### config.mk
export PLATFORM = sky130hd
export DESIGN_NAME = fetch_pred
export DESIGN_NICKNAME = d
export VERILOG_FILES = /design/src/rtl/fetch_pred_pkg.sv /design/src/rtl/fetch_btb.sv /design/src/rtl/fetch_pred.sv
export SDC_FILE = /design/constraint.sdc
export NUM_CORES = 2
export LEC_CHECK = 0
export CAP_MARGIN = 20
export CORE_ASPECT_RATIO = 1.4
export CORE_MARGIN = 2
export CORE_UTILIZATION = 50
export DETAILED_ROUTE_END_ITERATION = 8
export PLACE_DENSITY = 0.67
export SETUP_SLACK_MARGIN = 0.02
export SLEW_MARGIN = 20
export SYNTH_ARGS = -nofsm -noshare
export SYNTH_HDL_FRONTEND = slang
export SYNTH_SLANG_ARGS = --single-unit
### constraint.sdc
create_clock -name clk -period 8.9 [get_ports clk]
set_input_delay 2.67 -clock clk [delete_from_list [all_inputs] [get_ports clk]]
set_output_delay 2.67 -clock clk [all_outputs]
set_load 0.05 [all_outputs]
### src/rtl/fetch_pred_pkg.sv
// Shared fetch/branch-prediction types: branch kinds, BTB entry layout, counter helpers.
// BTB_DEF_* describe the default geometry; fetch_btb derives its own widths from ENTRIES.
package fetch_pred_pkg;

  typedef enum logic [1:0] {
    BR_COND = 2'b00,
    BR_JALR = 2'b01,
    BR_JAL  = 2'b11
  } br_type_t;

  localparam int BTB_DEF_ENTRIES = 16;
  localparam int BTB_DEF_IDX_W   = $clog2(BTB_DEF_ENTRIES);
  localparam int BTB_DEF_TAG_W   = 30 - BTB_DEF_IDX_W;

  typedef struct packed {
    logic                     valid;
    logic [BTB_DEF_TAG_W-1:0] tag;
    logic [29:0]              target;
    logic [1:0]               ctr;
  } btb_entry_t;

  function automatic logic [1:0] ctr_inc(input logic [1:0] c);
    return (c == 2'b11) ? c : c + 2'd1;
  endfunction

  function automatic logic [1:0] ctr_dec(input logic [1:0] c);
    return (c == 2'b00) ? c : c - 2'd1;
  endfunction

endpackage

### src/rtl/fetch_btb.sv
// Direct-mapped BTB with 2-bit counters. Read port: fetch word PC -> taken/target.
// Write port: execute word PC with kind/taken/target; updates on the clock edge.
module fetch_btb
  import fetch_pred_pkg::*;
#(
  parameter int ENTRIES      = 16,
  parameter bit PREDICT_JALR = 1'b0
) (
  input  logic        clk,
  input  logic        rst,
  input  logic [29:0] rd_pc,
  output logic        rd_taken,
  output logic [31:0] rd_target,
  input  logic        wr_en,
  input  br_type_t    wr_kind,
  input  logic [29:0] wr_pc,
  input  logic        wr_taken,
  input  logic [29:0] wr_target
);

  localparam int IW = $clog2(ENTRIES);
  localparam int TW = 30 - IW;

  logic          vld [ENTRIES];
  logic [1:0]    ctr [ENTRIES];
  logic [TW-1:0] tag [ENTRIES];
  logic [29:0]   tgt [ENTRIES];

  logic [IW-1:0] ri;
  logic [IW-1:0] wi;
  logic [TW-1:0] rt;
  logic [TW-1:0] wt;
  logic          w_hit;
  logic          kind_ok;
  logic          upd_take;
  logic          upd_dec;

  assign ri = rd_pc[IW-1:0];
  assign rt = rd_pc[29:IW];
  assign wi = wr_pc[IW-1:0];
  assign wt = wr_pc[29:IW];

  // Reads see pre-edge contents, so a same-cycle write returns old data.
  assign rd_taken  = vld[ri] & (tag[ri] == rt) & ctr[ri][1];
  assign rd_target = {tgt[ri], 2'b00};

  assign w_hit = vld[wi] & (tag[wi] == wt);

  always_comb begin
    kind_ok = 1'b0;
    unique case (1'b1)
      (wr_kind == BR_COND): kind_ok = 1'b1;
      (wr_kind == BR_JAL):  kind_ok = 1'b1;
      (wr_kind == BR_JALR): kind_ok = PREDICT_JALR;
      default:              kind_ok = 1'b0;
    endcase
  end

  assign upd_take = wr_en & wr_taken & kind_ok;
  assign upd_dec  = wr_en & ~wr_taken & (wr_kind == BR_COND) & w_hit;

  always_ff @(posedge clk or posedge rst) begin
    if (rst) begin
      for (int i = 0; i < ENTRIES; i++) begin
        vld[i] <= 1'b0;
        ctr[i] <= 2'b01;
      end
    end else if (upd_take) begin
      vld[wi] <= 1'b1;
      ctr[wi] <= w_hit ? ctr_inc(ctr[wi]) : 2'b10;
    end else if (upd_dec) begin
      ctr[wi] <= ctr_dec(ctr[wi]);
    end
  end

  // Tag/target need no reset: valid gates every use.
  always_ff @(posedge clk) begin
    if (upd_take) begin
      tag[wi] <= wt;
      tgt[wi] <= wr_target;
    end
  end

endmodule

### src/rtl/fetch_pred.sv
// Branch-predicting fetch stage: PC_f/PC_e, BTB lookup, execute-stage resolution.
// Ports: clk/rst, fetch_stall, branch inputs, i_addr/PC_f/PC_e, flush, mispredict_cnt.
module fetch_pred
  import fetch_pred_pkg::*;
#(
  parameter logic [31:0] RESET_PC     = 32'h8000_0000,
  parameter int          BTB_ENTRIES  = 16,
  parameter bit          PREDICT_JALR = 1'b0,
  parameter int          CNT_W        = 32
) (
  input  logic             clk,
  input  logic             rst,
  input  logic             fetch_stall,
  input  logic             is_br_type,
  input  br_type_t         br_type,
  input  logic             take_branch,
  input  logic [31:0]      rs1_data,
  input  logic [31:0]      imm_b,
  input  logic [31:0]      imm_i,
  input  logic [31:0]      imm_j,
  output logic [31:0]      i_addr,
  output logic [31:0]      PC_f,
  output logic [31:0]      PC_e,
  output logic             flush,
  output logic [CNT_W-1:0] mispredict_cnt
);

  logic        pred_taken_f;
  logic [31:0] pred_target_f;
  logic        pred_taken_e;
  logic [31:0] pred_target_e;
  logic        active;
  logic        taken;
  logic [31:0] target;
  logic        mispred;
  logic        redirect;
  logic [31:0] next_pc;

  fetch_btb #(
    .ENTRIES      (BTB_ENTRIES),
    .PREDICT_JALR (PREDICT_JALR)
  ) u_btb (
    .clk       (clk),
    .rst       (rst),
    .rd_pc     (PC_f[31:2]),
    .rd_taken  (pred_taken_f),
    .rd_target (pred_target_f),
    .wr_en     (active),
    .wr_kind   (br_type),
    .wr_pc     (PC_e[31:2]),
    .wr_taken  (taken),
    .wr_target (target[31:2])
  );

  // The instruction in execute during a flush cycle is dead.
  always_comb begin
    active = 1'b0;
    taken  = 1'b0;
    target = '0;
    if (is_br_type && !flush) begin
      case (br_type)
        BR_COND: begin
          active = 1'b1;
          taken  = take_branch;
          target = PC_e + imm_b;
        end
        BR_JAL: begin
          active = 1'b1;
          taken  = 1'b1;
          target = PC_e + imm_j;
        end
        BR_JALR: begin
          active = 1'b1;
          taken  = 1'b1;
          target = (rs1_data + imm_i) & ~32'd1;
        end
        default: ;
      endcase
    end
  end

  assign mispred  = (taken != pred_taken_e)
                  | (taken & (target != pred_target_e));
  assign redirect = active & mispred;

  always_comb begin
    if (redirect)
      next_pc = taken ? target : PC_e + 32'd4;
    else
      next_pc = pred_taken_f ? pred_target_f : PC_f + 32'd4;
  end

  always_ff @(posedge clk or posedge rst) begin
    if (rst) begin
      PC_f           <= RESET_PC;
      PC_e           <= '0;
      pred_taken_e   <= 1'b0;
      pred_target_e  <= '0;
      flush          <= 1'b1;
      mispredict_cnt <= '0;
    end else begin
      if (redirect || !fetch_stall)
        PC_f <= next_pc;
      PC_e          <= PC_f;
      pred_taken_e  <= pred_taken_f;
      pred_target_e <= pred_target_f;
      flush         <= redirect;
      if (redirect && !(&mispredict_cnt))
        mispredict_cnt <= mispredict_cnt + 1'b1;
    end
  end

  assign i_addr = PC_f;

endmodule

==> run_results.csv <==
group,metric,value,unit
global_routing,globalRouteOverflowTotal,0,
timing,period_share,91.8,%
power,switching_share,37.5,%
timing,finalMaxSlewViolations,0,
logic_synthesis,synth_enable_flop_cells,896,
timing,finalSetupViolCount,0,
flow_run,cap_violations,0,
setup_path,crit_required,9.45,ns
timing,max_freq,0.122,GHz
power,intPower,11.3,mW
status,status,"finished clean",
route,drt-initial-drc-count,4038,
setup_path,r2r-start,"PC_e[2]",
final_layout,area_delta_synth_final,15.6,%
cts,clkTransAtPathRegs,0.06,ns
floorplan,num_rows,139,
global_routing,track_usage,30.8,%
logic_synthesis,synthArstFlopShare,16.4,%
route,wirelength,161000,um
timing,period_needed,8.17,ns
route,routedWlPerCell,33.4,um
worst_hold_path,hold_path.class,"reg2reg",
timing,hold_viol,0,
cts,post_cts_buffers,0,
place,place_congestion,1.01,
timing,rsz0062_at_grt,"no",
cts,hold_buffers,0,
logic_synthesis,synth.most_common_cell,"edfxtp_1",
setup_path,crit_path_start_kind,"primary input",
cts,cts_buffers,99,
route,drcViolationCount,0,
logic_synthesis,yosysTopAreaCellShare,52.4,%
logic_synthesis,synth_common_cells,"896 x edfxtp_1, 426 x mux4_2, 180 x nor2_1",
logic_synthesis,synthesis.nets,3362,
power,power.net_switching,6.81,mW
setup_path,criticalPathCategory,"in2reg",
logic_synthesis,yosysSeqAreaShare,61.0,%
global_routing,grt_pass1_wl,231000,um
cts,ctsResizeCount,0,
timing,fin_tns_setup,0,ns
power,irDropWorstVdd,0.000301,V
cts,clk_latency,0.74,ns
timing,worst_pin_slew,1.17,ns
timing,fin_skew,0.0769,ns
logic_synthesis,ys.flop_type,"edfxtp_1",
cts,ctsHtreeMaxLevel,3,
global_routing,antenna_found_initial,3,
power,power_frac_comb,37.7,%
final_layout,fin_cells,4817,
floorplan,start_util,50.3,%
logic_synthesis,synthDistinctLibCells,81,
final_layout,drive_above_1_share,23.9,%
logic_synthesis,avgSynthCellArea,16.3,um^2
setup_path,end_kind,"flop",
global_routing,grt_pass1_vias,32800,
floorplan,die_w,275,um
setup_path,worstPathArrival,8.72,ns
cts,clock-sinks,1072,
timing,slew_headroom,22.0,%
logic_synthesis,synth-seq-cells,1072,
cts,clockBufferDepth,3,
power,p_per_area,306,nW/um^2
floorplan,io_pins,264,
setup_path,critPathLaunch,"br_type[1]",
route,viasPerCell,6.70,
logic_synthesis,yosys.area.top_type,"edfxtp_1",
power,p_leak,19.9,nW
route,drtAntennaViolNets,0,
floorplan,dieArea,105000,um^2
global_routing,grt_max_degree,108,
final_layout,num_antenna_cells,0,
place,dpl.cell_count,4628,
setup_path,path_max_fanout,33,
final_layout,multi_input_area,19000,um^2
cts,cts_tree,"yes",
logic_synthesis,synth_area,51300,um^2
place,port_buffers,263,
cts,cts_root_buf,"clkbuf_16",
floorplan,core,102000,um^2
logic_synthesis,netlist_top_cells_area,"edfxtp_1 52%, mux4_2 19%, dfrtp_1 7.7%, ha_1 1.9%, xnor2_1 1.8%",
place,dpl.hpwl,104000,um
logic_synthesis,synthCells,3147,
logic_synthesis,yosysWarnings,0,
floorplan,die_y,383,um
route,num_vias,32263,
final_layout,seq_area,31400,um^2
route,firstDrtPassIters,6,
final_layout,n_fill_cell,7552,
power,p_seq_share,37.5,%
power,pwr-share-clk,24.7,%
worst_hold_path,worstHoldStart,"mispredict_cnt[25]",
final_layout,final_net_count,3606,
==> final timing paths <==
path	to	slack (ns)	cells past startpoint
setup / recovery	mispredict_cnt[1]	0.73	19
hold / removal	mispredict_cnt[25]	0.50	1
setup reg to reg	mispredict_cnt[1]	2.96	16
hold reg to reg	mispredict_cnt[25]	0.50	1
max in group asynchronous	PC_e[2]	5.12	3
min in group asynchronous	mispredict_cnt[4]	2.50	2
==> stage by stage <==
step	util, %	worst slack [ns]	power (mW)	area (um^2)	hold slack [ns]
after floorplan	-	1.19	11.1	51300	0.457
after global placement	54.7	0.250	13.6	55800	0.479
after detailed placement	54.7	0.205	13.7	55800	0.485
after CTS	58.1	0.862	18.2	59300	0.495
after global routing	58.1	0.562	18.7	59300	0.518
final	58.1	0.732	18.2	59300	0.496
==> registers in the layout, indices dropped and copies added, names as in the netlist, 16 cells and up <==
register / cells
pred_target_e: 30
mispredict_cnt: 32
PC_e: 32
u_btb.tgt: 480
u_btb.vld: 16
u_btb.ctr: 32
u_btb.tag: 416
PC_f: 32
==> layout by cell type (no fill, tap or decap), types with 9 or more instances in the layout <==
cell type and instances:
edfxtp_1 896, mux4_2 426, clkdlybuf4s50_1 262, nor2_1 159, dfrtp_1 150, nand2_1 142, a21oi_1 134, xnor2_1 105
clkbuf_16 100, o21ai_0 96, buf_4 78, ha_1 77, xor2_1 69, mux2_2 64, nand3_1 60, nand4_1 53
and3_1 39, nor3_1 30, inv_1 29, o221ai_1 26, clkbuf_1 24, buf_12 23, a21o_1 21, or2_2 20
clkinv_2 20, a31oi_1 19, dfstp_2 18, or3_1 18, a211oi_1 16, o21ai_1 16, nor2_4 16, a22oi_1 15
o211ai_1 15, o21a_1 14, bufinv_16 14, clkinv_1 13, nor4_1 13, and2_1 12, o31ai_1 9
==> per-layer routing <==
metal  routed length [um]  GRT usage, %  vias up
met5                   22             0        -
met4                 9140          15.8        4
met3                12300          4.42      420
met2                80700          51.1     1788
met1                58900          39.6    16844
li1                     -             -    13207
==> critical path: stages <==
cell and delay [ns]:
clkdlybuf4s50_1 0.56, ha_2 0.26, buf_12 0.22, mux2_2 0.37, ha_1 0.42, nand2_1 0.15
a2111oi_2 0.69, nor3b_1 0.17, o21bai_1 0.20, xor2_1 0.35, a22o_1 0.42, xor2_1 0.14
a2111o_1 0.41, nor4_1 0.42, nand4_1 0.23, o21ai_4 0.33, inv_2 0.16, and2_1 0.20
mux2_1 0.32
==> cells by family (layout without fill, tap and decap cells) <==
group,count (synthesis),count (layout),share of synthesized area [%]
flip-flops,1072,1072,61.0
AND/OR/NAND/NOR,601,601,5.62
multiplexers,495,495,20.2
AO/OA/AOI/OAI,469,469,5.95
buffers and inverters,256,587,2.24
XOR/XNOR,174,174,2.97
adder cells (fa/ha/maj),80,80,1.98
==> power by group through the flow <==
stage	sequential, mW	clock, mW	combinational (mW)
2_1_floorplan	7.04	0	4.01
3_3_place_gp	6.87	0	6.72
3_5_place_dp	6.89	0	6.79
4_1_cts	6.79	4.54	6.82
5_1_grt	6.82	4.73	7.14
6_report	6.81	4.49	6.85
==> area by class of cell <==
cell class                 count  share of cell area (%)
clock buffer                 126                    4.42
clock inverter                62                    1.40
inverter                      33                   0.222
multi-input combinational   1819                    32.0
sequential                  1072                    52.9
tap                         1339                    2.83
timing repair buffer         366                    6.23
Power figures use the tool's default switching activity.
